**src/rtl/polygon_feeder.sv**
```systemverilog
// rtl/polygon_feeder.sv - walks a wall-quad display list, culls off-screen quads, feeds draw_polygon
// One quad is in flight at a time; the next fetch waits for draw_polygon's done.
module polygon_feeder #(
  parameter int CORDW = 16,
  parameter int IDXW  = 6,
  parameter int H_RES = 640,
  parameter int V_RES = 480
) (
  input  logic                    clk,
  input  logic                    rst,
  input  logic                    frame_start,
  input  logic [IDXW:0]           n_quads,
  output logic [IDXW-1:0]         rd_addr,
  input  logic [8*CORDW-1:0]      rd_data,
  output logic signed [CORDW-1:0] x0,
  output logic signed [CORDW-1:0] y0,
  output logic signed [CORDW-1:0] x1,
  output logic signed [CORDW-1:0] y1,
  output logic signed [CORDW-1:0] x2,
  output logic signed [CORDW-1:0] y2,
  output logic signed [CORDW-1:0] x3,
  output logic signed [CORDW-1:0] y3,
  output logic                    poly_start,
  input  logic                    poly_done,
  output logic                    busy,
  output logic                    done,
  output logic                    overrun
);

  typedef enum logic [2:0] {
    S_IDLE,
    S_FETCH,
    S_LOAD,
    S_CULL,
    S_START,
    S_WAIT,
    S_DONE
  } state_t;

  localparam logic signed [CORDW-1:0] H_LIM   = CORDW'(H_RES);
  localparam logic signed [CORDW-1:0] V_LIM   = CORDW'(V_RES);
  localparam logic [IDXW-1:0]         IDX_ONE = IDXW'(1);
  localparam logic [IDXW:0]           CNT_ONE = (IDXW+1)'(1);

  state_t                  state_q, state_d;
  logic [IDXW-1:0]         idx_q, idx_d;
  logic [IDXW:0]           count_q, count_d;
  logic [IDXW-1:0]         rd_addr_q, rd_addr_d;
  logic                    poly_start_q, poly_start_d;
  logic                    busy_q, busy_d;
  logic                    done_q, done_d;
  logic                    overrun_q, overrun_d;
  logic signed [CORDW-1:0] vx_q [4];
  logic signed [CORDW-1:0] vx_d [4];
  logic signed [CORDW-1:0] vy_q [4];
  logic signed [CORDW-1:0] vy_d [4];

  logic all_xl, all_xh, all_yl, all_yh;
  logic reject, is_last, advance;
  logic [IDXW-1:0] idx_next;

  // Trivial reject: every vertex beyond the same screen edge.
  always_comb begin
    all_xl = 1'b1;
    all_xh = 1'b1;
    all_yl = 1'b1;
    all_yh = 1'b1;
    for (int i = 0; i < 4; i++) begin
      all_xl = all_xl & vx_q[i][CORDW-1];
      all_xh = all_xh & (vx_q[i] >= H_LIM);
      all_yl = all_yl & vy_q[i][CORDW-1];
      all_yh = all_yh & (vy_q[i] >= V_LIM);
    end
    reject = all_xl | all_xh | all_yl | all_yh;
  end

  assign is_last  = ({1'b0, idx_q} == (count_q - CNT_ONE));
  assign idx_next = idx_q + IDX_ONE;
  assign advance  = ((state_q == S_CULL) && reject) || ((state_q == S_WAIT) && poly_done);

  always_comb begin
    state_d      = state_q;
    idx_d        = idx_q;
    count_d      = count_q;
    rd_addr_d    = rd_addr_q;
    poly_start_d = 1'b0;
    busy_d       = busy_q;
    done_d       = 1'b0;
    overrun_d    = overrun_q;
    vx_d         = vx_q;
    vy_d         = vy_q;

    if (frame_start && (state_q != S_IDLE)) begin
      overrun_d = 1'b1;
    end

    case (state_q)
      S_IDLE: begin
        if (frame_start) begin
          count_d   = n_quads;
          overrun_d = 1'b0;
          if (n_quads == '0) begin
            state_d = S_DONE;
            done_d  = 1'b1;
          end else begin
            idx_d     = '0;
            rd_addr_d = '0;
            busy_d    = 1'b1;
            state_d   = S_FETCH;
          end
        end
      end
      S_FETCH: state_d = S_LOAD;
      S_LOAD: begin
        for (int i = 0; i < 4; i++) begin
          vx_d[i] = rd_data[(8-2*i)*CORDW-1 -: CORDW];
          vy_d[i] = rd_data[(7-2*i)*CORDW-1 -: CORDW];
        end
        state_d = S_CULL;
      end
      S_CULL: begin
        if (!reject) begin
          state_d      = S_START;
          poly_start_d = 1'b1;
        end
      end
      S_START: state_d = S_WAIT;
      S_WAIT:  state_d = S_WAIT;
      S_DONE:  state_d = S_IDLE;
      default: state_d = S_IDLE;
    endcase

    // Shared by culled quads and finished draws; idx stops at the last quad.
    if (advance) begin
      if (is_last) begin
        state_d = S_DONE;
        done_d  = 1'b1;
        busy_d  = 1'b0;
      end else begin
        idx_d     = idx_next;
        rd_addr_d = idx_next;
        state_d   = S_FETCH;
      end
    end
  end

  always_ff @(posedge clk or negedge rst) begin
    if (!rst) begin
      state_q      <= S_IDLE;
      idx_q        <= '0;
      count_q      <= '0;
      rd_addr_q    <= '0;
      poly_start_q <= 1'b0;
      busy_q       <= 1'b0;
      done_q       <= 1'b0;
      overrun_q    <= 1'b0;
      for (int i = 0; i < 4; i++) begin
        vx_q[i] <= '0;
        vy_q[i] <= '0;
      end
    end else begin
      state_q      <= state_d;
      idx_q        <= idx_d;
      count_q      <= count_d;
      rd_addr_q    <= rd_addr_d;
      poly_start_q <= poly_start_d;
      busy_q       <= busy_d;
      done_q       <= done_d;
      overrun_q    <= overrun_d;
      vx_q         <= vx_d;
      vy_q         <= vy_d;
    end
  end

  assign rd_addr    = rd_addr_q;
  assign poly_start = poly_start_q;
  assign busy       = busy_q;
  assign done       = done_q;
  assign overrun    = overrun_q;
  assign x0 = vx_q[0];
  assign y0 = vy_q[0];
  assign x1 = vx_q[1];
  assign y1 = vy_q[1];
  assign x2 = vx_q[2];
  assign y2 = vy_q[2];
  assign x3 = vx_q[3];
  assign y3 = vy_q[3];

endmodule

```
**config.mk**
```make
export PLATFORM = sky130hd
export DESIGN_NAME = polygon_feeder
export DESIGN_NICKNAME = d
export VERILOG_FILES = /design/src/rtl/polygon_feeder.sv
export SDC_FILE = /design/constraint.sdc
export NUM_CORES = 1
export LEC_CHECK = 0
export CAP_MARGIN = 20
export CORE_MARGIN = 2
export CORE_UTILIZATION = 50
export CTS_BUF_LIST = sky130_fd_sc_hd__clkbuf_2 sky130_fd_sc_hd__clkbuf_4 sky130_fd_sc_hd__clkbuf_8
export DETAILED_ROUTE_END_ITERATION = 16
export DONT_BUFFER_PORTS = 1
export SLEW_MARGIN = 40
export SYNTH_ARGS = -nofsm -noshare
export SYNTH_HDL_FRONTEND = slang
export SYNTH_SLANG_ARGS = --single-unit
```
**constraint.sdc**
```tcl
create_clock -name clk -period 3.2 [get_ports clk]
set_clock_uncertainty 0.05 [all_clocks]
set_input_delay 0.16 -clock clk [delete_from_list [all_inputs] [get_ports clk]]
set_output_delay 0.16 -clock clk [all_outputs]
set_load 0.03 [all_outputs]
```
==> results.yml, run 1 <==
synthesis:
  yosys.area_share.simple_pct: 6.044
  synth_fa_ha_area_share_pct: 0.3964
  synthXorXnorAreaFrac_pct: 1.249
  synth_seq_area_share_pct: 61.04
  synth_edf_count: 0
  synth-compound-area-share_pct: 5.331
  synth_top_flop_cell: "dfrtp_1"
  ys_types: 44
  synth.net_count: 590
  syn_avg_cell_area_um2: 14.06
  synthMuxAreaShare_pct: 23.72
  yosys_warnings: 0
  async_flop_share_pct: 100.0
  synth_top_family_by_area: "multiplexers"
  syn-cell-area_um2: 6314
  synthCells: 449
  ys_ff_latch: 154
outcome:
  haltStage: "4_1_cts"
  outcome: "aborted with a tool error"
  stop_error: "[ERROR RSZ-0060] Max buffer count reached."
floorplanning:
  initial_core_util_pct: 50.65
  num_rows: 41
  chipWidth_um: 116.4
  die_h_um: 116.4
  io_pins: 277
clock_network:
  postCtsSetupBuffers: 0
  cts_max_path_buffers: 2
  root_buffer: "clkbuf_8"
  holdBufCountCts: 127
  cts.repair.resized: 0
  cts_made_buffers: 17
  clock_sinks: 154
  cts-htree-levels: 4
placement:
  place_hpwl_um: 10290
  gp_congestion: 0.9012
  numPortBuffers: 0
==> metrics by stage <==
stage	setup slack, ns	utilization (%)	instances	hold WS (ns)	instance area (µm²)
floorplan	0.8472	-	449	-0.1856	6314
global placement	0.6047	51.87	601	-0.1825	6466
detailed placement	0.5319	51.87	601	-0.1823	6466
==> cells by family after synthesis <==
kind of cell | count (synthesis)
adders and majority gates | 2
and+or+nand+nor | 73
muxes | 133
DFF | 154
xor gates and xnor gates | 9
buffers and inverters | 33
AOI/OAI and AO/OA | 45
==> synth_stat cells, types with 3 or more instances <==
cell type	instances	area share, %
a31oi_1	4	0.40
a21o_1	3	0.36
or4_1	3	0.36
nor4_1	6	0.59
inv_1	10	0.59
o21ai_0	13	1.0
nand3_1	10	0.79
nand4_1	7	0.69
nand2_1	9	0.54
xor2_1	5	0.69
dfrtp_1	154	61
mux2_2	133	24
clkbuf_1	15	0.89
a21oi_1	4	0.32
nor2_1	17	1.0
xnor2_1	4	0.55
nor3_1	10	0.79
o211ai_1	3	0.36
o2bb2ai_1	5	0.69
==> run 2: changes to the inputs <==
CORE_UTILIZATION = 35   (was 50)
CTS_BUF_LIST = default   (was sky130_fd_sc_hd__clkbuf_2 sky130_fd_sc_hd__clkbuf_4 sky130_fd_sc_hd__clkbuf_8)
PLACE_DENSITY_LB_ADDON = 0.15   (was default)
==> run 2 against run 1 <==
Effect of this change: the flow now finishes, with violations (negative hold slack); area after synthesis is the same; synthesized cell count is the same.
==> results.yml, run 2 <==
outcome:
  outcome: "finished with violations"
  violations: "negative hold slack"
cells_and_area:
  mostFrequentLayoutCells: "dfrtp_1 (154), dlygate4sd3_1 (137), mux2_2 (133), nor2_1 (17), clkbuf_16 (17)"
  nFillCells: 1551
  synthToLayoutAreaGrowth_pct: 34.92
  fin_area_um2: 8518
  final_core_util_pct: 47.75
  fin_cells: 828
  final_common_cell: "dfrtp_1"
  final_nets: 726
  drive_gt1_share_pct: 29.26
floorplanning:
  io_pins: 277
  chipWidth_um: 138.3
  num_rows: 49
  initial_core_util_pct: 35.39
  dieArea_um2: 19130
  die_h_um: 138.3
  core_area_um2: 17840
power_and_ir_drop:
  p_comb_share_pct: 23.1
  clock_power_share_pct: 20.5
  power_leakage_nw: 3.512
  ir_drop_mv: 0.5788
  swShare_pct: 44.62
  p_int_w: 0.005468
  cellPowerDensity_nw_per_um2: 1159
  switchingPower_w: 0.004406
  p_seq_share_pct: 56.4
detailed_routing:
  drt_first_pass_iters: 4
  ant_nets: 0
  vias: 4196
  drt-wirelength-per-cell_um: 19.19
  viasPerCell: 5.068
  wirelength_um: 15890
  drc: 0
  drt-initial-drc-count: 175
clock_network:
  clk-insertion-delay-late_ns: 0.42
  cts.repair.resized: 0
  tritoncts: "built"
  cts-htree-levels: 4
  clkTransAtPathRegs_ns: 0.06
  postCtsSetupBuffers: 0
  holdBufCountCts: 137
  root_buffer: "clkbuf_16"
  cts_made_buffers: 17
  clock_sinks: 154
  cts_max_path_buffers: 2
synthesis:
  synth_seq_area_share_pct: 61.04
  synth_top_area_share_pct: 61.04
  ys_ff_latch: 154
  syn-cell-area_um2: 6314
  ys_top_cells_by_area: "dfrtp_1 (61%), mux2_2 (24%), o21ai_0 (1.0%), nor2_1 (1.0%), clkbuf_1 (0.89%)"
  yosysMostFrequentCell: "dfrtp_1"
  synthCells: 449
  synth_top_flop_cell: "dfrtp_1"
  ys_types: 44
  synth_common_cells: "dfrtp_1 (154), mux2_2 (133), nor2_1 (17), clkbuf_1 (15), o21ai_0 (13)"
  async_flop_share_pct: 100.0
  synth_edf_count: 0
  syn_avg_cell_area_um2: 14.06
  yosys_warnings: 0
  synth.net_count: 590
  yosys.area.top_type: "dfrtp_1"
timing:
  layout_min_cycle_time_ns: 2.775
  final_max_slew_viol_count: 0
  rsz0062_at_grt: "no"
  max_clock_freq_mhz: 360.3
  max-slew-margin-rel_pct: 66.86
  tns_ns: 0
  tightest_slew_ns: 0.4934
  hold_viol: 154
  whs_ns: -0.6151
  setup_viol: 0
  finalCritPeriodShare_pct: 86.73
worst_setup_path:
  required_ns: 3.45
  critPathLaunchType: "register"
  cp_cell_sequence: "or4_1, a31oi_1, and4_1, o21ba_2, o22ai_4, and2_1, a2bb2o_1"
  worst-r2r-setup-slack_ns: 0.42
  cp-end-kind: "register"
  arrival_ns: 3.02
  crit_family: "simple AND/OR/NAND/NOR gates"
  critical_path.max_stage_delay_ns: 0.58
  r2r-start: "x3[15]"
  worst_path_max_delay_cell: "or4_1"
  path_class: "register to register"
  timing.rr.end: "idx_q[1]"
  ff2ff_path_depth: 7
  path_buf_inv: 0
  crit_fanout: 17
min_path:
  hp-class: "primary input to asynchronous set/reset pin"
placement:
  placed_cells: 658
  postPlaceCellArea_um2: 6550
  numPortBuffers: 0
  gp_congestion: 0.8835
  place_hpwl_um: 10660
grt:
  grt_pass1_vias: 4789
  grt_pass1_wl_um: 25840
  overflow: 0
  antenna_found_initial: 1
  grtUsageMet2_pct: 29.05
  grt_max_degree: 155
  grt_use_met3_pct: 6.339
  top_usage_layer: "met2"
  grtUsageMet1_pct: 19.64
  grt.total_usage_pct: 17.06
run:
  max-cap-violations: 0
==> run 2: power by group through the flow <==
stage,sequential [W],clock [W],combinational [W]
after floorplan,0.00522,0,0.00191
after global placement,0.00560,0,0.00208
after detailed placement,0.00561,0,0.00217
after CTS,0.00558,0.00208,0.00230
after global routing,0.00571,0.00218,0.00252
final,0.00557,0.00202,0.00228
==> run 2: cell type report <==
cell class | count | area [µm²] | share of cell area, %
multi-input cells | 262 | 2325 | 27.29
flip-flops and latches | 154 | 3854 | 45.24
clock buffers | 20 | 456.7 | 5.361
well taps | 229 | 286.5 | 3.364
diodes | 1 | 2.502 | 0.02938
inverters | 10 | 37.54 | 0.4407
repair buffers | 140 | 1419 | 16.66
clock inverters | 12 | 137.6 | 1.616
==> run 2: worst max path at each step <==
stage                 from          to  depth (start not counted)
finish              x3[15]    idx_q[1]                          7
global route        x3[15]    idx_q[1]                          7
CTS                 x3[15]    idx_q[1]                          7
detailed placement  x3[15]    idx_q[1]                          7
global placement    x3[15]  rd_addr[1]                          7
floorplan           x3[15]    idx_q[1]                          8
==> run 2: cell families after synthesis <==
group | count (synthesis) | synth area share [%]
AOI/OAI and AO/OA | 45 | 5.331
xor gates and xnor gates | 9 | 1.248
adders and majority gates | 2 | 0.3963
buffers and inverters | 33 | 2.220
DFF | 154 | 61.04
muxes | 133 | 23.72
and+or+nand+nor | 73 | 6.045
==> run 2: worst reg2reg max path, cell delays in order, from the launching register on <==
cell,delay (ns)
dfrtp_1,0.52
or4_1,0.58
a31oi_1,0.28
and4_1,0.26
o21ba_2,0.20
o22ai_4,0.15
and2_1,0.30
a2bb2o_1,0.32
==> run 2: through the flow <==
stage	hold WS [ns]	total power [W]	setup WS, ns
finish	-0.6151	0.009874	0.4245
global route	-0.6436	0.01040	0.2956
CTS	-0.6385	0.009965	0.4398
detailed placement	-0.1820	0.007774	0.4530
global placement	-0.1815	0.007679	0.5020
floorplan	-0.1856	0.007130	0.8472
==> run 2: per-layer routing <==
layer / vias up / wire [µm]
met5: - / 0
met4: 0 / 367
met3: 27 / 1134
met2: 178 / 8157
met1: 2094 / 6230
li1: 1897 / -
No activity file was read; power rests on OpenSTA's default activity.
